--- src/rtl/fetch_queue_unit.sv ---
// Decoupled instruction-fetch front end: PC, sync-read imem driver and {pc, instr} queue.
// Optional FETCH_PERF_CNT_EN adds perf_fetched / perf_flushed counters.
module fetch_queue_unit #(
  parameter int              PC_W     = 32,
  parameter int              ADDR_W   = 12,
  parameter int              DEPTH    = 4,
  parameter logic [PC_W-1:0] RESET_PC = '0
) (
  input  logic                      clock,
  input  logic                      reset,
  input  logic                      fetch_en,
  input  logic                      redirect,
  input  logic [PC_W-1:0]           redirect_pc,
  output logic [ADDR_W-1:0]         imem_addr,
  input  logic [31:0]               imem_rdata,
  output logic                      dec_valid,
  input  logic                      dec_ready,
  output logic [PC_W-1:0]           dec_pc,
  output logic [31:0]               dec_instr,
  output logic [4:0]                dec_opcode,
  output logic [$clog2(DEPTH):0]    fq_count
`ifdef FETCH_PERF_CNT_EN
  ,
  output logic [31:0]               perf_fetched,
  output logic [31:0]               perf_flushed
`endif
);

  localparam int PTR_W = $clog2(DEPTH);
  localparam int CNT_W = PTR_W + 1;

  logic [PC_W-1:0]  r_pc;
  logic             r_inflight;
  logic [PC_W-1:0]  r_inflight_pc;
  logic [PC_W-1:0]  r_q_pc    [DEPTH];
  logic [31:0]      r_q_instr [DEPTH];
  logic [PTR_W-1:0] r_rd_ptr;
  logic [PTR_W-1:0] r_wr_ptr;
  logic [CNT_W-1:0] r_count;
  logic [PC_W-1:0]  r_hold_pc;
  logic [31:0]      r_hold_instr;

  logic [CNT_W:0]   w_credit;
  logic             w_issue;
  logic             w_push;
  logic             w_pop;
  logic             w_empty;

  // Credit counts the in-flight read so the return always has a free slot.
  assign w_credit = {1'b0, r_count} + (CNT_W+1)'(r_inflight);
  assign w_issue  = fetch_en & ~redirect & (w_credit < (CNT_W+1)'(DEPTH));
  assign w_empty  = (r_count == '0);
  assign w_push   = r_inflight & ~redirect;
  assign w_pop    = ~w_empty & dec_ready & ~redirect;

  assign imem_addr  = r_pc[ADDR_W-1:0];
  assign dec_valid  = ~w_empty;
  assign dec_pc     = w_empty ? r_hold_pc    : r_q_pc[r_rd_ptr];
  assign dec_instr  = w_empty ? r_hold_instr : r_q_instr[r_rd_ptr];
  assign dec_opcode = dec_instr[31:27];
  assign fq_count   = r_count;

  always_ff @(posedge clock) begin
    if (reset) begin
      r_pc          <= RESET_PC;
      r_inflight    <= 1'b0;
      r_inflight_pc <= '0;
    end else if (redirect) begin
      r_pc       <= redirect_pc;
      r_inflight <= 1'b0;
    end else begin
      r_inflight <= w_issue;
      if (w_issue) begin
        r_pc          <= r_pc + PC_W'(1);
        r_inflight_pc <= r_pc;
      end
    end
  end

  always_ff @(posedge clock) begin
    if (w_push && !reset) begin
      r_q_pc[r_wr_ptr]    <= r_inflight_pc;
      r_q_instr[r_wr_ptr] <= imem_rdata;
    end
  end

  always_ff @(posedge clock) begin
    if (reset || redirect) begin
      r_rd_ptr <= '0;
      r_wr_ptr <= '0;
      r_count  <= '0;
    end else begin
      if (w_push) r_wr_ptr <= r_wr_ptr + PTR_W'(1);
      if (w_pop)  r_rd_ptr <= r_rd_ptr + PTR_W'(1);
      case ({w_push, w_pop})
        2'b10:   r_count <= r_count + CNT_W'(1);
        2'b01:   r_count <= r_count - CNT_W'(1);
        default: r_count <= r_count;
      endcase
    end
  end

  // Outputs keep showing the last popped entry while the queue is empty.
  always_ff @(posedge clock) begin
    if (reset) begin
      r_hold_pc    <= '0;
      r_hold_instr <= '0;
    end else if (w_pop) begin
      r_hold_pc    <= r_q_pc[r_rd_ptr];
      r_hold_instr <= r_q_instr[r_rd_ptr];
    end
  end

`ifdef FETCH_PERF_CNT_EN
  always_ff @(posedge clock) begin
    if (reset) begin
      perf_fetched <= '0;
      perf_flushed <= '0;
    end else begin
      if (w_pop)    perf_fetched <= perf_fetched + 32'd1;
      if (redirect) perf_flushed <= perf_flushed + 32'(r_count) + 32'(r_inflight);
    end
  end
`endif

endmodule

--- config.mk ---
export PLATFORM = sky130hd
export DESIGN_NAME = fetch_queue_unit
export DESIGN_NICKNAME = d
export VERILOG_FILES = /design/src/rtl/fetch_queue_unit.sv
export SDC_FILE = /design/constraint.sdc
export NUM_CORES = 1
export LEC_CHECK = 0
export ABC_CLOCK_PERIOD_IN_PS = 8000
export BUFFER_PORTS_ARGS = -buffer_cell sky130_fd_sc_hd__buf_4
export CORE_MARGIN = 3
export CORE_UTILIZATION = 30
export CTS_BUF_LIST = sky130_fd_sc_hd__clkbuf_2
export CTS_CLUSTER_DIAMETER = 60
export DETAILED_ROUTE_END_ITERATION = 7
export PLACE_DENSITY = 0.55
export SETUP_SLACK_MARGIN = 0.02
export SLEW_MARGIN = 25
export SYNTH_ARGS = -nofsm -noshare
export SYNTH_HDL_FRONTEND = slang
export SYNTH_SLANG_ARGS = --single-unit
--- constraint.sdc ---
create_clock -name clock -period 8 [get_ports clock]
set_clock_uncertainty 0.05 [all_clocks]
set_input_delay 0.8 -clock clock [delete_from_list [all_inputs] [get_ports clock]]
set_output_delay 0.8 -clock clock [all_outputs]
set_load 0.005 [all_outputs]
**Word-level counts from Yosys, hierarchy flattened**

Memory sizes are Yosys's and may differ from the RTL's. A register that Yosys moved wholly into a read port is not among the register bits.
Cells that the tools add are included.

- Output and inout port bits: 85
- RAM bits: 256
- Flip-flop bits (word level): 136
- Memories: 2
- Input port bits: 69

- Reductions and logical operators: 8
- Add/subtract/negate cells: 6
- Multiplexer cells: 11
- Bitwise gates (word level): 7
- Equal/unequal tests: 2
- $lt $le $gt $ge: 1

Memory list:

| memory | depth | width | rd ports | clocked after memory_dff | wr ports | RTL line | text |
|---|---|---|---|---|---|---|---|
| r_q_instr | 4 | 32 | 1 | 1 | 1 | 36 | `logic [31:0] r_q_instr [DEPTH];` |
| r_q_pc | 4 | 32 | 1 | 1 | 1 | 35 | `logic [PC_W-1:0] r_q_pc [DEPTH];` |

Operator list:

| cell | count |
|---|---|
| 2-to-1 mux 32 bit | 4 |
| adder 32 x 1 -> 32 bit, second input constant | 1 |
| 2-to-1 mux 2 bit | 4 |
| case mux 3 bit (2 select lines) | 1 |
| AND 1 bit | 5 |
| adder 2 x 1 -> 2 bit, second input constant | 2 |
| adder 3 x 1 -> 4 bit | 1 |
| less-than comparator 4 x 3 -> 1 bit, second input constant | 1 |
| nonzero test 2 bit | 2 |
| adder 3 x 1 -> 3 bit, second input constant | 1 |
| zero test 3 bit | 1 |
| subtractor 3 x 1 -> 3 bit, second input constant | 1 |
| equality test 2 x 1 -> 1 bit, second input constant | 1 |
| equality test 2 bit, second input constant | 1 |
| 2-to-1 mux 1 bit | 2 |
| NOT 1 bit | 2 |
| AND reduction 2 bit | 1 |
| OR reduction 2 bit | 1 |
| logical AND 1 bit | 1 |
| zero test 1 bit | 1 |
| logical OR 1 bit | 1 |

**Logic depth before layout (Yosys ltp)**

- Word-level depth: 6
- Depth in mapped cells: 11
- Mapped depth without buffers: 9

**Worst setup path after synthesis**

OpenSTA, ideal clock, no wires.

- Path type: input to register
- From: input redirect
- To: memory r_q_instr[0][0], enable pin
- Slack: 4622 ps
- Path buffers: 2
- Required time: 7521 ps
- Cell stages on the path: 4
- Arrival: 2899 ps
- Cell sequence: clkbuf_1 clkbuf_1 nor2_1 and3_1

- Cells in the longest elaborated chain, start to end: 5

RTL lines:

| element | RTL line | text |
|---|---|---|
| from (decl) | 12 | `input logic redirect,` |
| NOT 1 bit (no line) | - |  |
| AND 1 bit | 53 | `assign w_push = r_inflight & ~redirect;` |
| logical AND 1 bit | 81 | `if (w_push && !reset) begin` |
| 2-to-1 mux 1 bit | 81 |  |
| 2-to-1 mux 1 bit (implied by the code) | 83 | `r_q_instr[r_wr_ptr] <= imem_rdata;` |
| to (decl) | 36 |  |

No other way between the ends.

==> metrics.md <==
| Metric | Value |
|---|---|
| Routability cong. | 0.734 |
| Max_slew headroom | 0.345 |
| Status | finished clean |
| Tot Pwr | 3750 uW |
| Layout cells sized above 1 | 0.342 |
| Pre-Repair DR Iteration Count | 5 |
| Slowest cell delay on critical path | 0.76 ns |
| Vias in the first global route | 10700 |
| Max Root-Sink Buffers | 3 |
| Count of input and output buffers | 153 |
| Hold depth | 3 |
| CP bufs+invs | 2 |
| Core Area | 51700 um^2 |
| Register area | 10500 um^2 |
| Share of the synthesized area in the top cell type | 0.487 |
| Maxcap violations | 0 |
| Post-layout min period | 4.51 ns |
| Worst Hold Class | input pin to flop |
| Antenna-violating nets left | 0 |
| Adder-Cell Fraction of Synth Area | 0.00602 |
| Sum Neg Setup Slack | 0 ns |
| Max Fclk | 222 MHz |
| Most frequent CP cell | buf_4 |
| Area fraction in compound gates after synthesis | 0.0498 |
| FFs w/ async S/R, synth | 0 |
| Die W | 235 um |
| Critical path depth | 4 |
| I/O pin count | 154 |
| Synth cell types | 49 |
| Max VDD drop | 0.0684 mV |
| WP data arrival | 3.66 ns |
| Area of the multi-input gates | 4920 um^2 |
| RSZ-0062 raised after global routing | false |
| Final wirelength | 38600 um |
| Most common cell in the synthesized netlist | edfxtp_1 |
| Initial Utilization | 0.305 |
| Yosys warns | 0 |
| Yosys top cell by area | edfxtp_1 |
| Period utilisation layout | 0.563 |
| R2r worst-path depth | 5 |
| Fillers | 5008 |
| Global-route wire length before repair | 60600 um |
| Final setup viols | 0 |
| Worst slew pin tran | 0.982 ns |
| CP Launch Type | flop |
| Post-synth EDFFs | 256 |
| Post-CTS Setup Bufs | 0 |
| CTS buffer count | 105 |
| Top FF cell, synth | edfxtp_1 |
| Nets | 1448 |
| Cells after Synth | 1116 |
| Seq/Total Area, Yosys | 0.662 |
| Vert. Die Dim | 235 um |
| Global-route usage over all layers | 0.140 |
| Most frequent cells after synthesis | edfxtp_1, nand2_1, dfxtp_1 |
| Root Buffer | clkbuf_2 |
| Full die area | 55400 um^2 |
| Final-report max-slew violation count | 0 |
| Largest family of logic cells by synthesized area | multiplexers |
| DRC | 0 |
| Mux share of post-synthesis cell area | 0.140 |
| P&R area growth vs syn | 21.7% |
| Area contributors post-synth | edfxtp_1, dfxtp_1, mux4_2 |
| H-tree Lvls | 3 |
| Critical Path RT | 7.15 ns |
| Initial antenna violation count | 1 |
| Xor-xnor portion of the synthesized cell area | 0.0183 |
| Delay-heaviest family, CP | multiplexers |
| Simple-gate share of the synthesized area | 0.0950 |
| Largest net degree at the start of global routing | 74 |
| Final non-filler cell total | 2139 |
| CP max stage cell | dfxtp_4 |
| Worst Path Class, Setup | flop to output port |
| CP endpoint kind | output port |
| WL/cell | 18.0 um |
| Syn_nets | 1192 |
| Leakage | 0.00665 uW |
| CP Max Fanout | 37 |
| Mapped Area | 15800 um^2 |
| Final HPWL DP | 21700 um |
| Placed insts | 1875 |
| Clock-pin slew on the worst setup and hold paths | 0.11 ns |
| #FFs+latches synth | 394 |
| Overflow left after global routing | 0 |
| Clock sinks | 394 |
| CTS tree | done |
| Site Rows | 83 |
| First DRT Iteration DRCs | 525 |
| Crit-path cells | buf_4 -> mux4_2 -> mux2_2 -> buf_4 |
| Final Hold Viols | 0 |
| Via/cell ratio | 4.60 |
| Avg Cell Area, Syn | 14.1 um^2 |
| Via count | 9835 |
| Worst skew pair latency | 1.00 ns |
| PD cells | 195 nW/um^2 |
timing repair:
item,4_1_cts,5_1_grt
endpoints found under the hold margin,158,0
hold buffers,69,0
gates resized for setup,0,0
metal layers:
layer	share of wire	GRT usage
met1	0.46	0.181
met2	0.48	0.229
met3	0.050	0.0376
met4	0.016	0.0437
met5	0	0
layout make-up:
class	count	share of cell area
antenna	1	0.000130
clock buffer	155	0.0404
clock inverter	38	0.00957
inverter	8	0.00156
multi-input combinational	628	0.256
sequential	394	0.544
tap	680	0.0443
timing repair buffer	235	0.104
registers in the layout, indices dropped and copies added, names as in the netlist, named ones only:
| name | cells |
|---|---|
| r_hold_pc | 32 |
| r_inflight | 1 |
| fq_count | 3 |
| r_inflight_pc | 32 |
| r_hold_instr | 32 |
| r_q_pc | 128 |
| r_rd_ptr | 2 |
| r_q_instr | 128 |
| r_pc | 32 |
| r_wr_ptr | 2 |
power breakdown:
| part | internal [uW] | switching (uW) | leakage (uW) |
|---|---|---|---|
| Sequential | 2180 | 28.1 | 0.00342 |
| Clock | 554 | 829 | 0.000733 |
| Combinational | 82.8 | 78.8 | 0.00250 |
| Total | 2810 | 935 | 0.00665 |
final timing paths:
kind                                            startpoint                    endpoint  slack [ns]
worst min register to register  r_hold_pc[24]$_SDFFE_PP0P_  r_hold_pc[24]$_SDFFE_PP0P_        0.41
worst max register to register    fq_count[2]$_SDFFE_PP0P_       r_pc[17]$_SDFFE_PP0P_        5.43
worst min-delay path                              redirect       r_pc[19]$_SDFFE_PP0P_        0.18
worst max-delay path                                  flop               dec_opcode[4]        3.49
layout by cell type (no fill, tap or decap), types with 6 or more instances in the layout:
cell type	instances
nand3_1	9
a21oi_1	105
ha_1	6
edfxtp_1	256
clkbuf_2	155
a211oi_2	12
nand2_1	222
inv_1	6
dfxtp_1	136
mux2_2	64
nand4_1	11
nor2_1	34
a211oi_1	8
mux4_2	64
clkinv_2	6
buf_4	161
dlygate4sd3_1	69
clkinv_1	27
xor2_1	29
through the flow:
step                      utilization  area (um^2)  hold WS [ns]  setup WS (ns)
final                           0.371        19200         0.178           3.49
after detailed placement        0.339        17500         0.395           4.37
after CTS                       0.371        19200        0.0375           3.16
after global placement          0.338        17500         0.388           4.40
after floorplan                     -        15800         0.384           4.62
after global routing            0.371        19200        0.0352           3.03
worst min-delay path: stages:
cell	delay, ns
buf_4	0.19
nand2_1	0.10
a31oi_1	0.08
cell families (layout without fill, tap and decap cells):
group           after synthesis  count (layout)
other cells                   0               1
fa+ha+maj                     7               7
simple gates                323             323
compound gates              133             133
flops                       394             394
buf+inv                      94             436
mux                         132             132
xor+xnor                     33              33
Note: power is estimated with default switching activity, not from simulation.
